$ cat src/rtl/spi_sdo_responder.sv
// spi_sdo_responder: buffered MSB-first serial transmitter driven by an oversampled cs/sclk master
module spi_sdo_responder #(
   parameter int                DATA_W    = 16,
   parameter logic [DATA_W-1:0] IDLE_WORD = '0
) (
   input  logic              clk,
   input  logic              rst_n,
   input  logic [DATA_W-1:0] tx_data,
   input  logic              tx_valid,
   output logic              tx_ready,
   input  logic              cs,
   input  logic              sclk,
   output logic              sdo,
   output logic              sdo_en,
   output logic              word_done,
   output logic              underrun,
   output logic              aborted
);
   localparam int CW = $clog2(DATA_W + 1);
   typedef enum logic {IDLE, SHIFT} state_t;
   state_t            state_q, state_d;
   logic [2:0]        cs_sync_q, cs_sync_d, sclk_sync_q, sclk_sync_d;
   logic [DATA_W-1:0] hold_q, hold_d, shift_q, shift_d;
   logic              hold_full_q, hold_full_d;
   logic [CW-1:0]     bit_cnt_q, bit_cnt_d;
   logic              sdo_q, sdo_d, sdo_en_q, sdo_en_d;
   logic              word_done_q, word_done_d, underrun_q, underrun_d, aborted_q, aborted_d;
   logic              cs_rise, cs_fall, sclk_rise, sclk_fall, cnt_full, load;

   assign cs_rise   = cs_sync_q[1] & ~cs_sync_q[2];
   assign cs_fall   = ~cs_sync_q[1] & cs_sync_q[2];
   assign sclk_rise = sclk_sync_q[1] & ~sclk_sync_q[2];
   assign sclk_fall = ~sclk_sync_q[1] & sclk_sync_q[2];
   assign cnt_full  = bit_cnt_q == CW'(DATA_W);

   always_comb begin
      cs_sync_d   = {cs_sync_q[1:0], cs};
      sclk_sync_d = {sclk_sync_q[1:0], sclk};
      state_d     = state_q;
      hold_d      = hold_q;
      hold_full_d = hold_full_q;
      shift_d     = shift_q;
      bit_cnt_d   = bit_cnt_q;
      word_done_d = 1'b0;
      underrun_d  = 1'b0;
      aborted_d   = 1'b0;
      load        = 1'b0;
      if (tx_valid && !hold_full_q) begin
         hold_d      = tx_data;
         hold_full_d = 1'b1;
      end
      if (state_q == IDLE) begin
         if (cs_rise) begin
            state_d   = SHIFT;
            bit_cnt_d = '0;
            load      = 1'b1;
         end
      end else if (cs_fall) begin
         state_d   = IDLE;
         aborted_d = bit_cnt_q != '0;
      end else if (sclk_rise) begin
         bit_cnt_d = cnt_full ? bit_cnt_q : bit_cnt_q + 1'b1;
      end else if (sclk_fall) begin
         if (cnt_full) begin
            word_done_d = 1'b1;
            bit_cnt_d   = '0;
            load        = 1'b1;
         end else begin
            shift_d = {shift_q[DATA_W-2:0], 1'b0};
         end
      end
      // a load from an empty buffer may coincide with an accept, which must keep hold_full set
      if (load) begin
         shift_d    = hold_full_q ? hold_q : IDLE_WORD;
         underrun_d = !hold_full_q;
         if (hold_full_q) hold_full_d = 1'b0;
      end
      sdo_en_d = state_d == SHIFT;
      sdo_d    = sdo_en_d & shift_d[DATA_W-1];
   end

   always_ff @(posedge clk or negedge rst_n) begin
      if (!rst_n) begin
         state_q     <= IDLE;
         cs_sync_q   <= '0;
         sclk_sync_q <= '0;
         hold_q      <= '0;
         hold_full_q <= 1'b0;
         shift_q     <= '0;
         bit_cnt_q   <= '0;
         sdo_q       <= 1'b0;
         sdo_en_q    <= 1'b0;
         word_done_q <= 1'b0;
         underrun_q  <= 1'b0;
         aborted_q   <= 1'b0;
      end else begin
         state_q     <= state_d;
         cs_sync_q   <= cs_sync_d;
         sclk_sync_q <= sclk_sync_d;
         hold_q      <= hold_d;
         hold_full_q <= hold_full_d;
         shift_q     <= shift_d;
         bit_cnt_q   <= bit_cnt_d;
         sdo_q       <= sdo_d;
         sdo_en_q    <= sdo_en_d;
         word_done_q <= word_done_d;
         underrun_q  <= underrun_d;
         aborted_q   <= aborted_d;
      end
   end

   assign tx_ready  = !hold_full_q;
   assign sdo       = sdo_q;
   assign sdo_en    = sdo_en_q;
   assign word_done = word_done_q;
   assign underrun  = underrun_q;
   assign aborted   = aborted_q;
endmodule

$ cat config.mk
export PLATFORM = sky130hd
export DESIGN_NAME = spi_sdo_responder
export DESIGN_NICKNAME = d
export VERILOG_FILES = /design/src/rtl/spi_sdo_responder.sv
export SDC_FILE = /design/constraint.sdc
export NUM_CORES = 1
export LEC_CHECK = 0
export CAP_MARGIN = 20
export CORE_MARGIN = 8
export CORE_UTILIZATION = 54
export DETAILED_ROUTE_END_ITERATION = 12
export PLACE_DENSITY = 0.78
export SYNTH_ARGS = -nofsm -noshare
export SYNTH_HDL_FRONTEND = slang
export SYNTH_SLANG_ARGS = --single-unit
$ cat constraint.sdc
create_clock -name clk -period 1.86 [get_ports clk]
set_input_delay 0.372 -clock clk [delete_from_list [all_inputs] [get_ports clk]]
set_output_delay 0.372 -clock clk [all_outputs]
set_load 0.05 [all_outputs]
Yosys cells after proc, flatten, opt, wreduce, memory -nomap -nowiden. Cells that the tools add are included.

Register bits: 49. Input port bits: 21. Output and inout bits: 6. Word-level logic and storage cells: 67.

Add/sub/neg operators: 1. Equality and inequality tests: 8. Multiplexer cells: 29. Bitwise gates (word level): 9. Reductions and logical operators: 8.

Operator list (count): 16-bit 2-to-1 mux (7); 5-bit 2-to-1 mux (7); 1-bit 2-to-1 mux (15); 5-bit AND reduction (2); 2-bit by 1-bit inequality test with 1-bit output, second input constant (3); 3-bit by 1-bit inequality test with 1-bit output, second input constant (2); 2-bit nonzero test (3); 5-bit by 1-bit adder with 5-bit output, second input constant (1); 1-bit AND (5); 5-bit == test, second input constant (1); 5-bit nonzero test (1); 1-bit inverter (4); 3-bit inequality test, second input constant (1); 2-bit inequality test, second input constant (1); 1-bit logical AND (1); 1-bit zero test (1).

Longest topological paths before layout.
Depth in word-level cells: 8. Depth in mapped cells: 8.

Worst setup path after synthesis. No wires, ideal clock.

Path type: reg2reg. From: reg, netlist name sdo_en. To: reg shift_q[3]. Library setup time: 0.124 ns. Data arrival time: 1.623 ns. Data required time: 1.736 ns. Setup slack: 0.113 ns. Stages on the path, launching flop included: 8. Buffers on the path: 3. Period minus slack after synthesis: 1.747 ns. Cells stage by stage: dfrtp_1 > and3b_1 > buf_4 > and3_1 > buf_2 > buf_6 > a21oi_1 > a2bb2oi_1.

RTL lines: end signal: assignment (RTL line 102) `shift_q <= shift_d;`; end: declaration (RTL line 23) `logic [DATA_W-1:0] hold_q, hold_d, shift_q, shift_d;`.

Worst setup path in the final report.
From: reg bit_cnt_q[1]. To: reg bit_cnt_q[3].

Word-level cells in the longest chain between the ends: 5.

Ends and longest elaborated chain: start: declaration (RTL line 25) `logic [CW-1:0] bit_cnt_q, bit_cnt_d;`; start signal: assignment (RTL line 103) `bit_cnt_q <= bit_cnt_d;`; 5-bit by 1-bit adder with 5-bit output (RTL line 62) `bit_cnt_d = cnt_full ? bit_cnt_q : bit_cnt_q + 1'b1;`; 5-bit 2-to-1 mux (RTL line 62); 5-bit 2-to-1 mux (RTL line 61) `end else if (sclk_rise) begin`; 5-bit 2-to-1 mux (RTL line 58) `end else if (cs_fall) begin`; 5-bit 2-to-1 mux (RTL line 52) `if (state_q == IDLE) begin`.

Parallel ways exist; a longest one is shown, timed or not. The select of a mux whose other input is x is not followed. A chain may end at the register's enable or synchronous reset.

==> results.md <==
- Status: finished clean
- RSZ-0062 raised after global routing: false
- Area Overhead vs Synth: 20.58%
- First-pass GRT wire length: ~7.4 mm
- EDFF count, synth: 0
- Crit path kind: flop to flop
- Largest net degree at the start of global routing: 31
- Die Wd: between 70 and 80 um
- Final #Nets: 225
- Via Count: 1,493
- DRT iter0 DRCs: about 140
- Post-CTS sizing: 0
- Routed vias/inst: 5.901
- GRT Overall Usage: 15.07%
- Clock-pin slew on the worst setup and hold paths: ~90 ps
- Reg area: 1226 um^2
- Top-count cell post-synth: dfrtp_1
- Post-DP HPWL: 3.030 mm
- Period minus WS final: about 1800 ps
- Max_cap viols: 0
- Fmax: 569.0 MHz
- Period utilization: 94.49%
- Setup bufs post-CTS: 0
- Critical path data arrival time: 1990 ps
- Worst Skew: 8.704 ps
- Num rows: 23
- Placed cell area: 2441 um^2
- Clk sink count: 49
- Synth Instances: 173
- Crit-path cells: inv_1, ha_4, nand4bb_4, o31a_1, a211oi_2, mux2i_1
- CTS root buf: clkbuf_8
- Initial Util: 54.78%
- Synthesized cell area: between 2000 and 2500 um^2
- Remaining global-route overflow: 0
- Slew @ Worst Pin: ~510 ps
- Vias in the first global route: between 1k and 1.5k
- # setup viols final: 0
- TNS Setup: 0 ps
- Worst slew margin: 66.16%
- Final hold violations: 0
- Distinct cell type count after synthesis: 39
- Antenna violations before repair: 0
- Worst-skew pair later-pin latency: 300 ps
- WL final: 4.412 mm
- CP bufs+invs: 1
- Hold WC Path Type: primary input to asynchronous set/reset pin
- Area of the multi-input gates: ~850 um^2
- Die Span Y: 78.78 um
- PortBufs: 26
- Crit end category: flop
- Final Util: 66.05%
- Syn nets: a little under 200
- H-tree levels: 2
- Crit path max fanout: 5
- Leakage power: 1.100 nW
- Final worst slack: between 100 and 150 ps
- Max VDD drop: 0.0005698 V
- Seq cells post-synth: 49
- DRC violations left: 0
- Cell area after layout: ~2600 um^2
- Num CTS Buffers: 5
- Async set or reset register ratio after synthesis: 100.0%
- Final Max Slew Viols: 0
- Core box area: 3885 um^2
- Tot Pwr: 3.032 mW
- Post-synth top cells: 49 x dfrtp_1, 17 x a21oi_1, 17 x nand3_1, 16 x mux2_2, 14 x a2bb2oi_1
- Pwr dens: around 1200 nW/um^2
- Share of layout cells above drive strength 1: 23.15%
- Predominant post-synthesis flop cell: dfrtp_1
- Area contributors post-synth: dfrtp_1 58%, mux2_2 8.5%, a2bb2oi_1 5.8%
- IO Pins: 27
- Worst R2R Setup Slack: 100 ps
- WL per Instance: 17.44 um
- FILL cells: 288
- Synth Warn #: 0
- Gpl congestion: 0.7869
- Top cell type's share of synthesized area: between 50% and 60%
- DIE AREA: 6206 um^2
- First-pass DRT Iterations: 4
- Nature of the critical path startpoint: flop
- Worst path max stage delay: ~420 ps
- CP max stage cell: dfrtp_1
- CP top delay family: compound AO/OA/AOI/OAI gates
- # diodes: 0
- CTS tree: done
- Largest area contributor in the netlist: dfrtp_1
- Sequential share of the synthesized area: 57.61%
- Pre-CTS setup slack: 44.27 ps
- CTS Hold Bufs: 0
- Max Buffers Root-to-Sink: 2
- Post-DRT Antenna Nets: 0
- Worst Path Required: 2090 ps
- Avg Inst Size Synth: 12.30 um^2
[registers in the layout (all words and copies together) (netlist names), 3 cells and up]
name / flops
cs_sync_q: 3
shift_q: 16
sclk_sync_q: 3
bit_cnt_q: 5
hold_q: 16
[layout by cell type, fill, tap and decap left out, types with 2 or more instances in the layout]
master	instances
dfrtp_1	49
clkdlybuf4s50_1	19
nand3_1	17
a21oi_1	17
mux2_2	16
a2bb2oi_1	14
buf_4	10
clkbuf_8	6
inv_1	5
nor2_1	4
nand2b_1	4
nand2_1	4
mux2i_1	4
nand4_1	2
o21ai_0	2
buf_12	2
[logic make-up after synthesis]
group	after synthesis	synth area share, %
AO/OA/AOI/OAI	45	15.76
multiplexers	20	10.35
AND/OR/NAND/NOR	41	11.23
buffers and inverters	16	3.880
adder cells (fa/ha/maj)	2	1.176
flip-flops	49	57.61
[worst paths after layout]
kind / start / end / cells after the start
setup / recovery: bit_cnt_q[1] / bit_cnt_q[3] / 6
hold / removal: rst_n / shift_q[14] / 1
setup reg to reg: bit_cnt_q[1] / bit_cnt_q[3] / 6
hold reg to reg: sclk_sync_q[0] / sclk_sync_q[1] / 0
max in group asynchronous: rst_n / shift_q[0] / 2
min in group clk: sclk_sync_q[0] / sclk_sync_q[1] / 0
[where the power goes]
group | switching [mW] | total (mW) | internal (mW)
combinational | 0.371 | 0.802 | 0.431
sequential | 0.203 | 1.58 | 1.37
clock | 0.352 | 0.654 | 0.302
[cell type report]
cell class,count,share of cell area (%)
clock buffers,6,3.218
clock inverters,2,0.5363
inverters,6,0.8776
multi-input cells,108,33.06
flip-flops and latches,49,47.78
well taps,50,2.438
repair buffers,32,12.09
[stage by stage]
stage | hold WS, ps | cells
after floorplan | 76.41 | 173
after global placement | 331.1 | 245
after detailed placement | 342.5 | 245
after CTS | 14.38 | 253
after global routing | 47.32 | 253
final | 7.889 | 253
[metal layers]
layer / vias up / track usage [%] / part of all wire, %
met3: 10 / 4.289 / 5.1
met5: - / 0 / 0
met1: 756 / 19.15 / 43
met2: 36 / 22.20 / 49
met4: 0 / 9.444 / 2.8
li1: 691 / - / -
(Power assumes the default switching activity.)
